===== src/rtl/mio_ram_arbiter_pkg.sv =====
// Shared types and constants for the two-master data-RAM arbiter.
// Latency: n/a (types only).
// Backpressure: n/a.
package mio_ram_arbiter_pkg;

    typedef enum logic [1:0] {
        ST_IDLE = 2'd0,
        ST_OWN0 = 2'd1,
        ST_OWN1 = 2'd2
    } state_t;

    localparam int M0 = 0;
    localparam int M1 = 1;

    // Ownership state for a given master index
    function automatic state_t own_state(input logic idx);
        return idx ? ST_OWN1 : ST_OWN0;
    endfunction

endpackage


===== src/rtl/mio_ram_arbiter_if.sv =====
// Bundle of both master ports and the RAM macro port around the arbiter.
// Latency: n/a (wiring only).
// Backpressure: req is held by a master until its gnt; no other stalls.
interface mio_ram_arbiter_if #(
    parameter int AW = 10,
    parameter int DW = 32
);
    logic          m0_req;
    logic          m0_we;
    logic          m0_lock;
    logic [AW-1:0] m0_addr;
    logic [DW-1:0] m0_wdata;
    logic          m0_gnt;
    logic          m0_rvalid;
    logic [DW-1:0] m0_rdata;

    logic          m1_req;
    logic          m1_we;
    logic          m1_lock;
    logic [AW-1:0] m1_addr;
    logic [DW-1:0] m1_wdata;
    logic          m1_gnt;
    logic          m1_rvalid;
    logic [DW-1:0] m1_rdata;

    logic          ram_we;
    logic [AW-1:0] ram_addr;
    logic [DW-1:0] ram_din;
    logic [DW-1:0] ram_dout;

    // Arbiter side
    modport slave (
        input  m0_req, m0_we, m0_lock, m0_addr, m0_wdata,
        output m0_gnt, m0_rvalid, m0_rdata,
        input  m1_req, m1_we, m1_lock, m1_addr, m1_wdata,
        output m1_gnt, m1_rvalid, m1_rdata,
        output ram_we, ram_addr, ram_din,
        input  ram_dout
    );

    // Requesters and RAM macro side
    modport master (
        output m0_req, m0_we, m0_lock, m0_addr, m0_wdata,
        input  m0_gnt, m0_rvalid, m0_rdata,
        output m1_req, m1_we, m1_lock, m1_addr, m1_wdata,
        input  m1_gnt, m1_rvalid, m1_rdata,
        input  ram_we, ram_addr, ram_din,
        output ram_dout
    );
endinterface


===== src/rtl/mio_ram_arbiter_rr_pick2.sv =====
// Two-way tie breaker: picks one requester, fixed M0 priority or alternating.
// Latency: combinational.
// Backpressure: none; the loser simply keeps requesting.
module rr_pick2
    import mio_ram_arbiter_pkg::*;
(
    input  logic [1:0] req,
    input  logic       last,
    input  logic       fixed_prio,
    output logic [1:0] win
);

    // One-hot winner; on a tie the master that did not win last time goes first
    always_comb begin
        win = 2'b00;
        if (req[M0] && !req[M1]) begin
            win[M0] = 1'b1;
        end else if (req[M1] && !req[M0]) begin
            win[M1] = 1'b1;
        end else if (req[M0] && req[M1]) begin
            if (fixed_prio || last) win[M0] = 1'b1;
            else                    win[M1] = 1'b1;
        end
    end

endmodule


===== src/rtl/mio_ram_arbiter.sv =====
// Shares one single-port RAM between two masters with optional bounded lock.
// Latency: grant in request cycle, read data valid the following cycle.
// Backpressure: losing master holds req; a lock owner yields after MAX_HOLD grants.
module mio_ram_arbiter
    import mio_ram_arbiter_pkg::*;
#(
    parameter int AW         = 10,
    parameter int DW         = 32,
    parameter int FIXED_PRIO = 0,
    parameter int MAX_HOLD   = 8
) (
    input  logic             clk,
    input  logic             RSTN,
    mio_ram_arbiter_if.slave bus
);

    localparam int            HW        = (MAX_HOLD > 1) ? $clog2(MAX_HOLD) : 1;
    localparam logic [HW-1:0] HOLD_LAST = HW'(MAX_HOLD - 1);

    state_t        state, state_nxt;
    logic          last, last_nxt;
    logic [HW-1:0] hold_cnt, hold_nxt;
    logic [1:0]    rvalid_q;

    logic [1:0]    req, we, lock, pick, win;
    logic          owned, own_idx, win_idx, win_any;
    logic [AW-1:0] sel_addr;
    logic [DW-1:0] sel_din;

    assign req  = {bus.m1_req,  bus.m0_req};
    assign we   = {bus.m1_we,   bus.m0_we};
    assign lock = {bus.m1_lock, bus.m0_lock};

    rr_pick2 u_pick (
        .req        (req),
        .last       (last),
        .fixed_prio (FIXED_PRIO != 0),
        .win        (pick)
    );

    // Winner: lock owner keeps the RAM unless its hold budget is spent and the other waits
    always_comb begin
        win     = pick;
        owned   = (state == ST_OWN0) || (state == ST_OWN1);
        own_idx = (state == ST_OWN1);
        if (owned && req[own_idx]) begin
            if (req[~own_idx] && hold_cnt == HOLD_LAST) win = own_idx ? 2'b01 : 2'b10;
            else                                          win = own_idx ? 2'b10 : 2'b01;
        end
        if (!RSTN) win = 2'b00;
        win_any = |win;
        win_idx = win[M1];
    end

    // Next ownership state, last winner and consecutive-locked-grant count
    always_comb begin
        state_nxt = ST_IDLE;
        last_nxt  = last;
        hold_nxt  = '0;
        if (win_any) begin
            last_nxt = win_idx;
            if (lock[win_idx]) begin
                state_nxt = own_state(win_idx);
                if (owned && own_idx == win_idx)
                    hold_nxt = (hold_cnt == HOLD_LAST) ? hold_cnt : hold_cnt + 1'b1;
            end
        end
    end

    // RAM port mux; idle bus drives zeros
    always_comb begin
        sel_addr = '0;
        sel_din  = '0;
        if (win_any) begin
            sel_addr = win_idx ? bus.m1_addr  : bus.m0_addr;
            sel_din  = win_idx ? bus.m1_wdata : bus.m0_wdata;
        end
    end

    assign bus.ram_we    = win_any & we[win_idx];
    assign bus.ram_addr  = sel_addr;
    assign bus.ram_din   = sel_din;
    assign bus.m0_gnt    = win[M0];
    assign bus.m1_gnt    = win[M1];
    // A read in flight when reset arrives must not surface
    assign bus.m0_rvalid = rvalid_q[M0] & RSTN;
    assign bus.m1_rvalid = rvalid_q[M1] & RSTN;
    assign bus.m0_rdata  = bus.ram_dout;
    assign bus.m1_rdata  = bus.ram_dout;

    // State registers and one-cycle read-valid pipeline
    always_ff @(posedge clk) begin
        if (!RSTN) begin
            state    <= ST_IDLE;
            last     <= 1'b1;
            hold_cnt <= '0;
            rvalid_q <= 2'b00;
        end else begin
            state    <= state_nxt;
            last     <= last_nxt;
            hold_cnt <= hold_nxt;
            rvalid_q <= win & ~we;
        end
    end

endmodule


===== src/flat_wrapper.sv =====
// flat-port wrapper written by rule: the top's interface ports become plain ports
module mio_ram_arbiter_flat import mio_ram_arbiter_pkg::*;
#(
    parameter int AW         = 10,
    parameter int DW         = 32,
    parameter int FIXED_PRIO = 0,
    parameter int MAX_HOLD   = 8
)
  (clk, RSTN, bus_m0_req, bus_m0_we, bus_m0_lock, bus_m0_addr, bus_m0_wdata, bus_m0_gnt, bus_m0_rvalid, bus_m0_rdata, bus_m1_req, bus_m1_we, bus_m1_lock, bus_m1_addr, bus_m1_wdata, bus_m1_gnt, bus_m1_rvalid, bus_m1_rdata, bus_ram_we, bus_ram_addr, bus_ram_din, bus_ram_dout);
  mio_ram_arbiter_if #(.AW(AW), .DW(DW)) bus_i ();
  input  logic clk;
  input  logic RSTN;
  input wire logic [$bits(bus_i.m0_req)-1:0] bus_m0_req;
  input wire logic [$bits(bus_i.m0_we)-1:0] bus_m0_we;
  input wire logic [$bits(bus_i.m0_lock)-1:0] bus_m0_lock;
  input wire logic [$bits(bus_i.m0_addr)-1:0] bus_m0_addr;
  input wire logic [$bits(bus_i.m0_wdata)-1:0] bus_m0_wdata;
  output wire logic [$bits(bus_i.m0_gnt)-1:0] bus_m0_gnt;
  output wire logic [$bits(bus_i.m0_rvalid)-1:0] bus_m0_rvalid;
  output wire logic [$bits(bus_i.m0_rdata)-1:0] bus_m0_rdata;
  input wire logic [$bits(bus_i.m1_req)-1:0] bus_m1_req;
  input wire logic [$bits(bus_i.m1_we)-1:0] bus_m1_we;
  input wire logic [$bits(bus_i.m1_lock)-1:0] bus_m1_lock;
  input wire logic [$bits(bus_i.m1_addr)-1:0] bus_m1_addr;
  input wire logic [$bits(bus_i.m1_wdata)-1:0] bus_m1_wdata;
  output wire logic [$bits(bus_i.m1_gnt)-1:0] bus_m1_gnt;
  output wire logic [$bits(bus_i.m1_rvalid)-1:0] bus_m1_rvalid;
  output wire logic [$bits(bus_i.m1_rdata)-1:0] bus_m1_rdata;
  output wire logic [$bits(bus_i.ram_we)-1:0] bus_ram_we;
  output wire logic [$bits(bus_i.ram_addr)-1:0] bus_ram_addr;
  output wire logic [$bits(bus_i.ram_din)-1:0] bus_ram_din;
  input wire logic [$bits(bus_i.ram_dout)-1:0] bus_ram_dout;
  assign bus_i.m0_req = bus_m0_req;
  assign bus_i.m0_we = bus_m0_we;
  assign bus_i.m0_lock = bus_m0_lock;
  assign bus_i.m0_addr = bus_m0_addr;
  assign bus_i.m0_wdata = bus_m0_wdata;
  assign bus_m0_gnt = bus_i.m0_gnt;
  assign bus_m0_rvalid = bus_i.m0_rvalid;
  assign bus_m0_rdata = bus_i.m0_rdata;
  assign bus_i.m1_req = bus_m1_req;
  assign bus_i.m1_we = bus_m1_we;
  assign bus_i.m1_lock = bus_m1_lock;
  assign bus_i.m1_addr = bus_m1_addr;
  assign bus_i.m1_wdata = bus_m1_wdata;
  assign bus_m1_gnt = bus_i.m1_gnt;
  assign bus_m1_rvalid = bus_i.m1_rvalid;
  assign bus_m1_rdata = bus_i.m1_rdata;
  assign bus_ram_we = bus_i.ram_we;
  assign bus_ram_addr = bus_i.ram_addr;
  assign bus_ram_din = bus_i.ram_din;
  assign bus_i.ram_dout = bus_ram_dout;
  mio_ram_arbiter #(.AW(AW), .DW(DW), .FIXED_PRIO(FIXED_PRIO), .MAX_HOLD(MAX_HOLD)) u_core (.clk(clk), .RSTN(RSTN), .bus(bus_i));
endmodule

===== config.mk =====
export PLATFORM = sky130hd
export DESIGN_NAME = mio_ram_arbiter_flat
export DESIGN_NICKNAME = d
export VERILOG_FILES = /design/src/rtl/mio_ram_arbiter_pkg.sv /design/src/rtl/mio_ram_arbiter_if.sv /design/src/rtl/mio_ram_arbiter_rr_pick2.sv /design/src/rtl/mio_ram_arbiter.sv /design/src/flat_wrapper.sv
export SDC_FILE = /design/constraint.sdc
export NUM_CORES = 1
export LEC_CHECK = 0
export CORE_AREA = 2 2 92 94
export CTS_CLUSTER_DIAMETER = 100
export CTS_CLUSTER_SIZE = 24
export DETAILED_ROUTE_END_ITERATION = 16
export DIE_AREA = 0 0 94 96
export PLACE_DENSITY = 0.68
export SLEW_MARGIN = 20
export SYNTH_ARGS = -nofsm -noshare
export SYNTH_HDL_FRONTEND = slang
export SYNTH_HIERARCHICAL = 1
export SYNTH_SLANG_ARGS = --single-unit

===== constraint.sdc =====
create_clock -name clk -period 4.4 [get_ports clk]
set_clock_uncertainty 0.1 [all_clocks]
set_input_delay 0.88 -clock clk [delete_from_list [all_inputs] [get_ports clk]]
set_output_delay 0.88 -clock clk [all_outputs]
set_load 0.005 [all_outputs]

# [Yosys cells after proc, flatten, opt, wreduce, memory -nomap -nowiden]
# Index checks and enable logic that the tools add are counted.
[word_totals] regBits=8 inputBits=124 out_inout_bits=111 word_cells=55
[classes] n_addsub=1 n_lt_le_gt_ge=3 eq_ne=4 n_mux=25 n_bitwise=6 n_reduce_logical=12
[ops] operator="$mux W32" count=2
[ops] operator="$mux W10" count=2
[ops] operator="$mux W1" count=14
[ops] operator="$mux W2" count=7
[ops] operator="$logic_and A1 B1 Y1" count=6
[ops] operator="$lt A1 B2 Y1 const B" count=3
[ops] operator="$reduce_and A4 Y1" count=1
[ops] operator="$add A3 B1 Y3 const B" count=1
[ops] operator="$and A1 B1 Y1" count=3
[ops] operator="$eq A3 B3 Y1 const B" count=1
[ops] operator="$reduce_and A3 Y1" count=1
[ops] operator="$and A2 B2 Y2" count=1
[ops] operator="$eq A2 B1 Y1 const B" count=1
[ops] operator="$eq A2 B2 Y1 const B" count=1
[ops] operator="$logic_not A1 Y1" count=2
[ops] operator="$not A2 Y2" count=1
[ops] operator="$reduce_or A2 Y1" count=1
[ops] operator="$eq A1 B1 Y1" count=1
[ops] operator="$logic_or A1 B1 Y1" count=1
[ops] operator="$not A1 Y1" count=1

# [Longest topological paths before layout]
# Gate-level depths: netlist of run 1.
[depth] ltp_word=11 depth_mapped=10 ltp_nobuf=7

# [Hierarchy]
# Netlist of run 1, hierarchy kept.
[by_module_without_submodules] module="mio_ram_arbiter" instances=1 cells_per_inst=176 area_each_um2=1413.9 seq_area_each_um2=160.2
[by_module_without_submodules] module="rr_pick2" instances=1 cells_per_inst=4 area_each_um2=22.5 seq_area_each_um2=0.0

# [Least setup slack after synthesis of run 1]
# Ideal clock, no wire load.
[synth_path] path_type="register to output" start="register u_core.hold_cnt[0]" end="output port bus_ram_addr[0]" arrival_ns=2.375 required_ns=3.420 setup_slack_ns=1.045 stages_incl_launch_ff=11 path_buffers=3 path_cell_list="dfxtp_1 ha_1 ha_1 clkbuf_1 or4b_1 o31ai_1 o21ai_1 and2_1 buf_2 buf_1 a22o_1"
[synth_between] elab_chain_cells=7 elab_cells_between_ends=8 classes_between="eq/ne: 1; mux: 5; reduce/logical: 2"
[synth_rtl] element="start, declared" line="mio_ram_arbiter.sv:22" text="logic [HW-1:0] hold_cnt, hold_nxt;"
[synth_rtl] element="start signal, assigned" line="mio_ram_arbiter.sv:101" text="hold_cnt <= hold_nxt;"
[synth_rtl] element="$eq A3 B3 Y1 *" line="mio_ram_arbiter.sv:47" text="if (req[~own_idx] && hold_cnt == HOLD_LAST) win = own_idx ? 2'b01 : 2'b10;"
[synth_rtl] element="$logic_and A1 B1 Y1 *" line="mio_ram_arbiter.sv:47"
[synth_rtl] element="$mux W2 *" line="mio_ram_arbiter.sv:47"
[synth_rtl] element="$mux W2 *" line="mio_ram_arbiter.sv:46" text="if (owned && req[own_idx]) begin"
[synth_rtl] element="$mux W2 *" line="mio_ram_arbiter.sv:50" text="if (!RSTN) win = 2'b00;"
[synth_rtl] element="$mux W10 or $reduce_or A2 Y1 (tied branches)" line="mio_ram_arbiter.sv:75, mio_ram_arbiter.sv:51"
[synth_rtl] element="$mux W10 *" line="mio_ram_arbiter.sv:74" text="if (win_any) begin"
[synth_rtl] element="end, declared" line="flat_wrapper.sv:30" text="output wire logic [$bits(bus_i.ram_addr)-1:0] bus_ram_addr;"
# Every way passes the cells marked *; elsewhere a longest branch is shown, timed or not.

# [Final worst setup path of run 1]
[layout_path] start="register u_core.hold_cnt[0]" end="output port bus_ram_din[25]"
[layout_between] elab_chain_cells=7 elab_cells_between_ends=8 classes_between="eq/ne: 1; mux: 5; reduce/logical: 2"
[layout_rtl] element="$eq A3 B3 Y1 *" line="mio_ram_arbiter.sv:47"
[layout_rtl] element="$logic_and A1 B1 Y1 *" line="mio_ram_arbiter.sv:47"
[layout_rtl] element="$mux W2 *" line="mio_ram_arbiter.sv:47"
[layout_rtl] element="$mux W2 *" line="mio_ram_arbiter.sv:46"
[layout_rtl] element="$mux W2 *" line="mio_ram_arbiter.sv:50"
[layout_rtl] element="$mux W32 or $reduce_or A2 Y1 (tied branches)" line="mio_ram_arbiter.sv:76, mio_ram_arbiter.sv:51"
[layout_rtl] element="$mux W32 *" line="mio_ram_arbiter.sv:74"
[layout_rtl] element="end, declared" line="flat_wrapper.sv:31" text="output wire logic [$bits(bus_i.ram_din)-1:0] bus_ram_din;"
# Marks and branches as above.

==> results of run 1 <==
[kinds of logic after synthesis]
group	synth area share
flip-flops	0.1115
multiplexers	0.02439
buffers and inverters	0.3876
AND/OR/NAND/NOR	0.09147
XOR/XNOR	0.01220
AO/OA/AOI/OAI	0.3354
adder cells (fa/ha/maj)	0.03484
other	0.002611
[how the worst min path moves through the flow]
stage,cells past startpoint,to,from,slack [ns]
5_1_grt,2,u_core/last,u_core/last,0.45
6_report,2,u_core/last,u_core/last,0.42
3_3_place_gp,2,u_core/last,u_core/last,0.39
2_1_floorplan,2,u_core/last,u_core/last,0.36
3_5_place_dp,2,u_core/last,u_core/last,0.41
4_1_cts,2,u_core/last,u_core/last,0.42
[repair_timing]
action,in CTS,in global routing
resized for setup,0,5
setup endpoints to repair,0,43
hold buffers,0,0
buffers inserted,0,2
[cell usage after synthesis, drive strengths merged]
master	count	share of area
o21ai	3	0.010
nor4	1	0.0044
nor2	3	0.0078
buf	74	0.37
o31ai	2	0.010
nor3	1	0.0035
or4b	2	0.014
nand2	4	0.010
a21oi	3	0.016
clkbuf	1	0.0026
nand2b	1	0.0044
inv	7	0.018
a21boi	1	0.0052
dfxtp	8	0.11
and2	5	0.022
mux2	1	0.010
nand3b	1	0.0052
nand3	2	0.0070
o21a	1	0.0052
a211oi	1	0.0052
a22o	42	0.26
xor2	2	0.012
conb	1	0.0026
mux2i	2	0.014
a2111oi	3	0.021
or2	2	0.0087
nor2b	1	0.0044
a211o	1	0.0061
ha	4	0.035
[stage by stage]
step / std cells / hold WS, ns / setup slack [ns]
detailed placement: 354 / 0.4133 / 0.02205
global placement: 354 / 0.3931 / 0.04271
finish: 360 / 0.4240 / 0.4082
floorplan: 181 / 0.3599 / 1.045
global route: 360 / 0.4527 / 0.2625
CTS: 357 / 0.4234 / 0.01352
[area by class of cell]
| cell class | instances | area [sq um] | area share |
|---|---|---|---|
| inverters | 7 | 26.28 | 0.01014 |
| clock buffers | 3 | 41.29 | 0.01594 |
| well taps | 105 | 131.4 | 0.05072 |
| flip-flops and latches | 8 | 160.2 | 0.06184 |
| multi-input cells | 91 | 742.0 | 0.2865 |
| repair buffers | 146 | 1489 | 0.5749 |
[flip-flops by register name, summed over array words and instances (netlist names)]
name / cells
u_core/rvalid_q: 2
u_core/hold_cnt: 3
u_core/last: 1
u_core/state: 2
[routing by layer]
layer  GRT usage  vias to the layer above  part of all wire
met3     0.03524                       24             0.098
li1            -                      731                 -
met4     0.05314                        0             0.028
met5           0                        -                 0
met1      0.1167                      719              0.36
met2      0.1815                      102              0.51
[critical path: stages (launching register included)]
cell             delay (ns)
dfxtp_1                0.31
ha_1                   0.20
ha_1                   0.29
or4b_1                 0.55
o31ai_1                0.12
o21ai_2                0.15
a21oi_4                0.26
buf_12                 0.20
a22o_1                 0.17
clkdlybuf4s50_1        0.52
[where the power goes]
part / internal, mW / switching (mW) / total, mW
Clock: 0.0594 / 0.0305 / 0.0899
Sequential: 0.0756 / 0.00144 / 0.0771
Combinational: 0.176 / 0.0820 / 0.258
Total: 0.311 / 0.114 / 0.425
==> qor.txt, run 1 <==
Status -> complete, no violations
Final WL -> 5.708 mm
Final instance area -> 0.002590 sq mm
Largest net degree at the start of global routing -> 43
Commonest non-fill, non-tap cell in the layout -> clkdlybuf4s50_1
Setup TNS -> 0 ns
CTS Buf Count -> 3
Placed Area -> 0.002492 sq mm
First-pass GRT wire length -> 7.293 mm
Post-synth cell types -> 33
Htree depth -> 1
CTS Sinks -> 8
Initial DRC count -> 34
Row count -> 33
Drc violations -> 0
Crit path max fanout -> 21
Port Buf Inserts -> 138
IO Count -> 235
Fmax -> 250.5 MHz
Most frequent cells in the layout -> clkdlybuf4s50_1, a22o_1, dfxtp_1, inv_1
Final Cycle Share -> 0.9072
Worst setup startpoint -> u_core/hold_cnt[0]
1st-pass router iterations -> 4
Maximum buffer depth of the clock tree -> 2
Syn avg cell area -> 7.980 sq um
Clock Tree Root -> clkbuf_8
Fillers -> 837
Final net count -> 385
R2R setup slack -> 1.67 ns
RSZ-0062 raised after global routing -> false
DR WL/cell -> 15.86 um
Core Footprint -> 0.008051 sq mm
Pleak -> 1.022 nW
Critical path class -> reg -> out
Die Y -> 96 um
Die Wd -> 94 um
Final setup fails -> 0
Count of state elements after synthesis -> 8
Final Hold Viols -> 0
Via density -> 4.378
Worst Reg-to-Reg Cells -> 8
Critical Path Start Type -> flip-flop
Die area -> 0.009024 sq mm
# diodes -> 0
Gr ovfl total -> 0
Sequential cell area fraction in the yosys report -> 0.1115
Data required time at the worst endpoint -> 3.42 ns
Max-slew violations -> 0
Gp weighted congestion -> 0.7769
CP Capture Type -> output port
Clock transition at the registers of the reported paths -> 0.04 ns
Initial antenna violation count -> 0
Syn Inst Count -> 180
Netlist Area Pre-Place -> 0.001436 sq mm
Final HPWL DP -> 4.670 mm
Area growth, synth to finish -> 80.31%
Vias in the first global route -> 1462
Worst EP arrival -> 3.01 ns
P per Cell Area -> 163.9 mW/mm^2
Peak supply drop -> 0.07063 mV
Total Routing Usage GR -> 0.1056
Worst reg2reg startpoint -> u_core/hold_cnt[0]
Core Util, Final -> 0.3217
Clock latency on the worst-skew pair -> 0.23 ns
Vias -> 1576
Initial Util -> 0.1784
Critical Path End -> bus_ram_din[25]
Fin crit period -> 3.992 ns
Synth warn -> 6
Share of cells above drive strength 1 -> 0.07451
CTS tree -> yes
Reg-to-reg endpoint -> u_core/hold_cnt[1]
Total Power -> 424.6 uW
Post-DRT Antenna Nets -> 0
Min-Delay Path Class -> reg -> reg
Max_cap viols -> 0
Power figures use the tool's default switching activity.
==> run 2: changes to the inputs <==
GPL_TIMING_DRIVEN = 0   (was default)
==> run 2 against run 1 <==
  * Sequential share of layout area fell by 1.8 points
  * Wire length rose by 24%
  * Cell count rose by 37%
  * Via count rose by 30%
  * Design area rose by 42%
  * Worst setup slack got worse by 0.24 ns
  * Global-route usage rose by 2.8 points
  * Combinational power rose by 40%
  * Power rose by 24%
  * Utilization rose by 14 points
  * Non-clock buffer count rose by 133
  * Critical path type is now in -> out
  * Largest power group unchanged
==> qor.txt, run 2 (synthesis results as in run 1) <==
Status -> complete, no violations
Pleak -> 1.570 nW
Die Y -> 96 um
CP Depth -> 9
CP Capture Type -> output port
Initial Util -> 0.1784
Sw Share -> 0.2567
Critical Path End -> bus_ram_we
Vias -> 2047
Vias in the first global route -> 2045
CTS Sinks -> 8
Total Routing Usage GR -> 0.1340
Fin crit period -> 4.229 ns
Logic pwr share -> 0.685
Initial antenna violation count -> 0
Gp weighted congestion -> 0.7792
Die area -> 0.009024 sq mm
Critical Path, Cell by Cell -> clkdlybuf4s15_1 -> or4b_1 -> o31ai_1 -> o21ai_2 -> and2_1 -> buf_2 -> buf_2 -> o31ai_1 -> clkdlybuf4s50_1
Clock Power Share -> 0.169
Critical Path Start Type -> input port
Worst setup startpoint -> bus_m0_req
Clock transition at the registers of the reported paths -> 0.04 ns
Initial DRC count -> 36
Post-DRT Antenna Nets -> 0
Area of the multi-input gates -> 737.0 sq um
Sequential Power Share -> 0.146
Top flop regs -> u_core/hold_cnt x3, u_core/rvalid_q x2, u_core/state x2
Htree depth -> 1
P_int -> 390.3 uW
Worst setup margin -> 0.1713 ns
Worst Reg-to-Reg Cells -> 8
Biggest register -> u_core/hold_cnt
Final Cycle Share -> 0.9611
Largest stage delay, worst path -> 0.54 ns
RSZ-0062 raised after global routing -> false
Reg-to-reg endpoint -> u_core/hold_cnt[1]
Non-Filler Instances -> 493
Fillers -> 796
Worst path slowest cell -> clkdlybuf4s50_1
Max_cap viols -> 0
P per Cell Area -> 142.7 mW/mm^2
First-pass GRT wire length -> 9.494 mm
Final WL -> 7.099 mm
Gr ovfl total -> 0
Share of cells above drive strength 1 -> 0.2242
Clock Tree Root -> clkbuf_8
Via density -> 4.152
Total net switching power -> 134.8 uW
Max-slew violations -> 0
Fmax -> 236.5 MHz
Maximum buffer depth of the clock tree -> 2
Clock latency on the worst-skew pair -> 0.23 ns
Most frequent cells in the layout -> clkdlybuf4s50_1, buf_4, a22o_1, dfxtp_1, inv_1
Port Buf Inserts -> 202
Final Hold Viols -> 0
# diodes -> 0
Crit path buffers/inverters -> 4
1st-pass router iterations -> 4
Row count -> 33
CTS tree -> yes
Critical path class -> in -> out
Cell family with most CP delay -> buffers and inverters
IO Count -> 235
Worst EP arrival -> 3.25 ns
Final HPWL DP -> 6.188 mm
Final setup fails -> 0
Max FFs per register -> 3
Crit path max fanout -> 10
Drc violations -> 0
Final net count -> 518
R2R setup slack -> 1.70 ns
Sequential Area -> 160.2 sq um
Commonest non-fill, non-tap cell in the layout -> clkdlybuf4s50_1
Setup TNS -> 0 ns
Peak supply drop -> 0.06466 mV
Core Footprint -> 0.008051 sq mm
Pre-CTS WS -> -0.2704 ns
Data required time at the worst endpoint -> 3.42 ns
CTS Buf Count -> 3
Area growth, synth to finish -> 156.2%
Worst reg2reg startpoint -> u_core/hold_cnt[0]
Min Hold Slack -> 0.3852 ns
DP Cell Count -> 488
Die Wd -> 94 um
Largest net degree at the start of global routing -> 11
DR WL/cell -> 14.40 um
Min-Delay Path Class -> reg -> reg
-- run 2: per-layer routing --
| metal | up-vias | GRT usage | share of wire |
|---|---|---|---|
| met1 | 928 | 0.1368 | 0.34 |
| met3 | 6 | 0.06265 | 0.11 |
| met5 | - | 0 | 0 |
| met2 | 113 | 0.2512 | 0.54 |
| li1 | 1000 | - | - |
| met4 | 0 | 0.02657 | 0.0094 |
-- run 2: worst reg2reg max path, cell delays in order, from the launching register on --
cell	delay (ns)
dfxtp_1	0.31
ha_1	0.21
ha_2	0.23
or4b_1	0.53
o31ai_1	0.14
o21ai_2	0.15
buf_4	0.16
a211o_1	0.30
a2111oi_1	0.44
-- run 2: cell type report --
class,count,area share
clock buffer,3,0.01122
inverter,7,0.007140
sequential,8,0.04352
buffer,74,0.1469
tap,105,0.03570
timing repair buffer,205,0.5553
multi-input combinational,91,0.2003
-- run 2: worst min-delay path by stage --
stage	start	endpoint	slack, ns	cells past startpoint
3_5_place_dp	u_core/last	u_core/last	0.38	2
3_3_place_gp	u_core/last	u_core/last	0.37	2
5_1_grt	u_core/last	u_core/last	0.43	2
2_1_floorplan	u_core/last	u_core/last	0.36	2
4_1_cts	u_core/last	u_core/last	0.39	2
6_report	u_core/last	u_core/last	0.39	2
-- run 2: power groups by stage --
stage	clock [mW]	combinational [mW]	sequential, mW
after floorplan	0	0.123	0.0777
after global placement	0	0.352	0.0779
after detailed placement	0	0.354	0.0779
after CTS	0.0917	0.361	0.0766
after global routing	0.0969	0.383	0.0769
final	0.0887	0.360	0.0766
-- run 2: through the flow --
stage            util  cell area, sq um  power (mW)
6_report       0.4570              3680      0.5251
5_1_grt        0.4570              3680      0.5573
4_1_cts        0.4550              3664      0.5295
3_5_place_dp   0.4463              3593      0.4323
3_3_place_gp   0.4463              3593      0.4299
2_1_floorplan       -              1440      0.2010
-- run 2: repair_timing --
item | in CTS | in global routing
pin swaps | 1 | 1
hold buffers | 0 | 0
gates resized for setup | 10 | 3
setup buffers | 1 | 2
endpoints found under the setup margin | 43 | 20
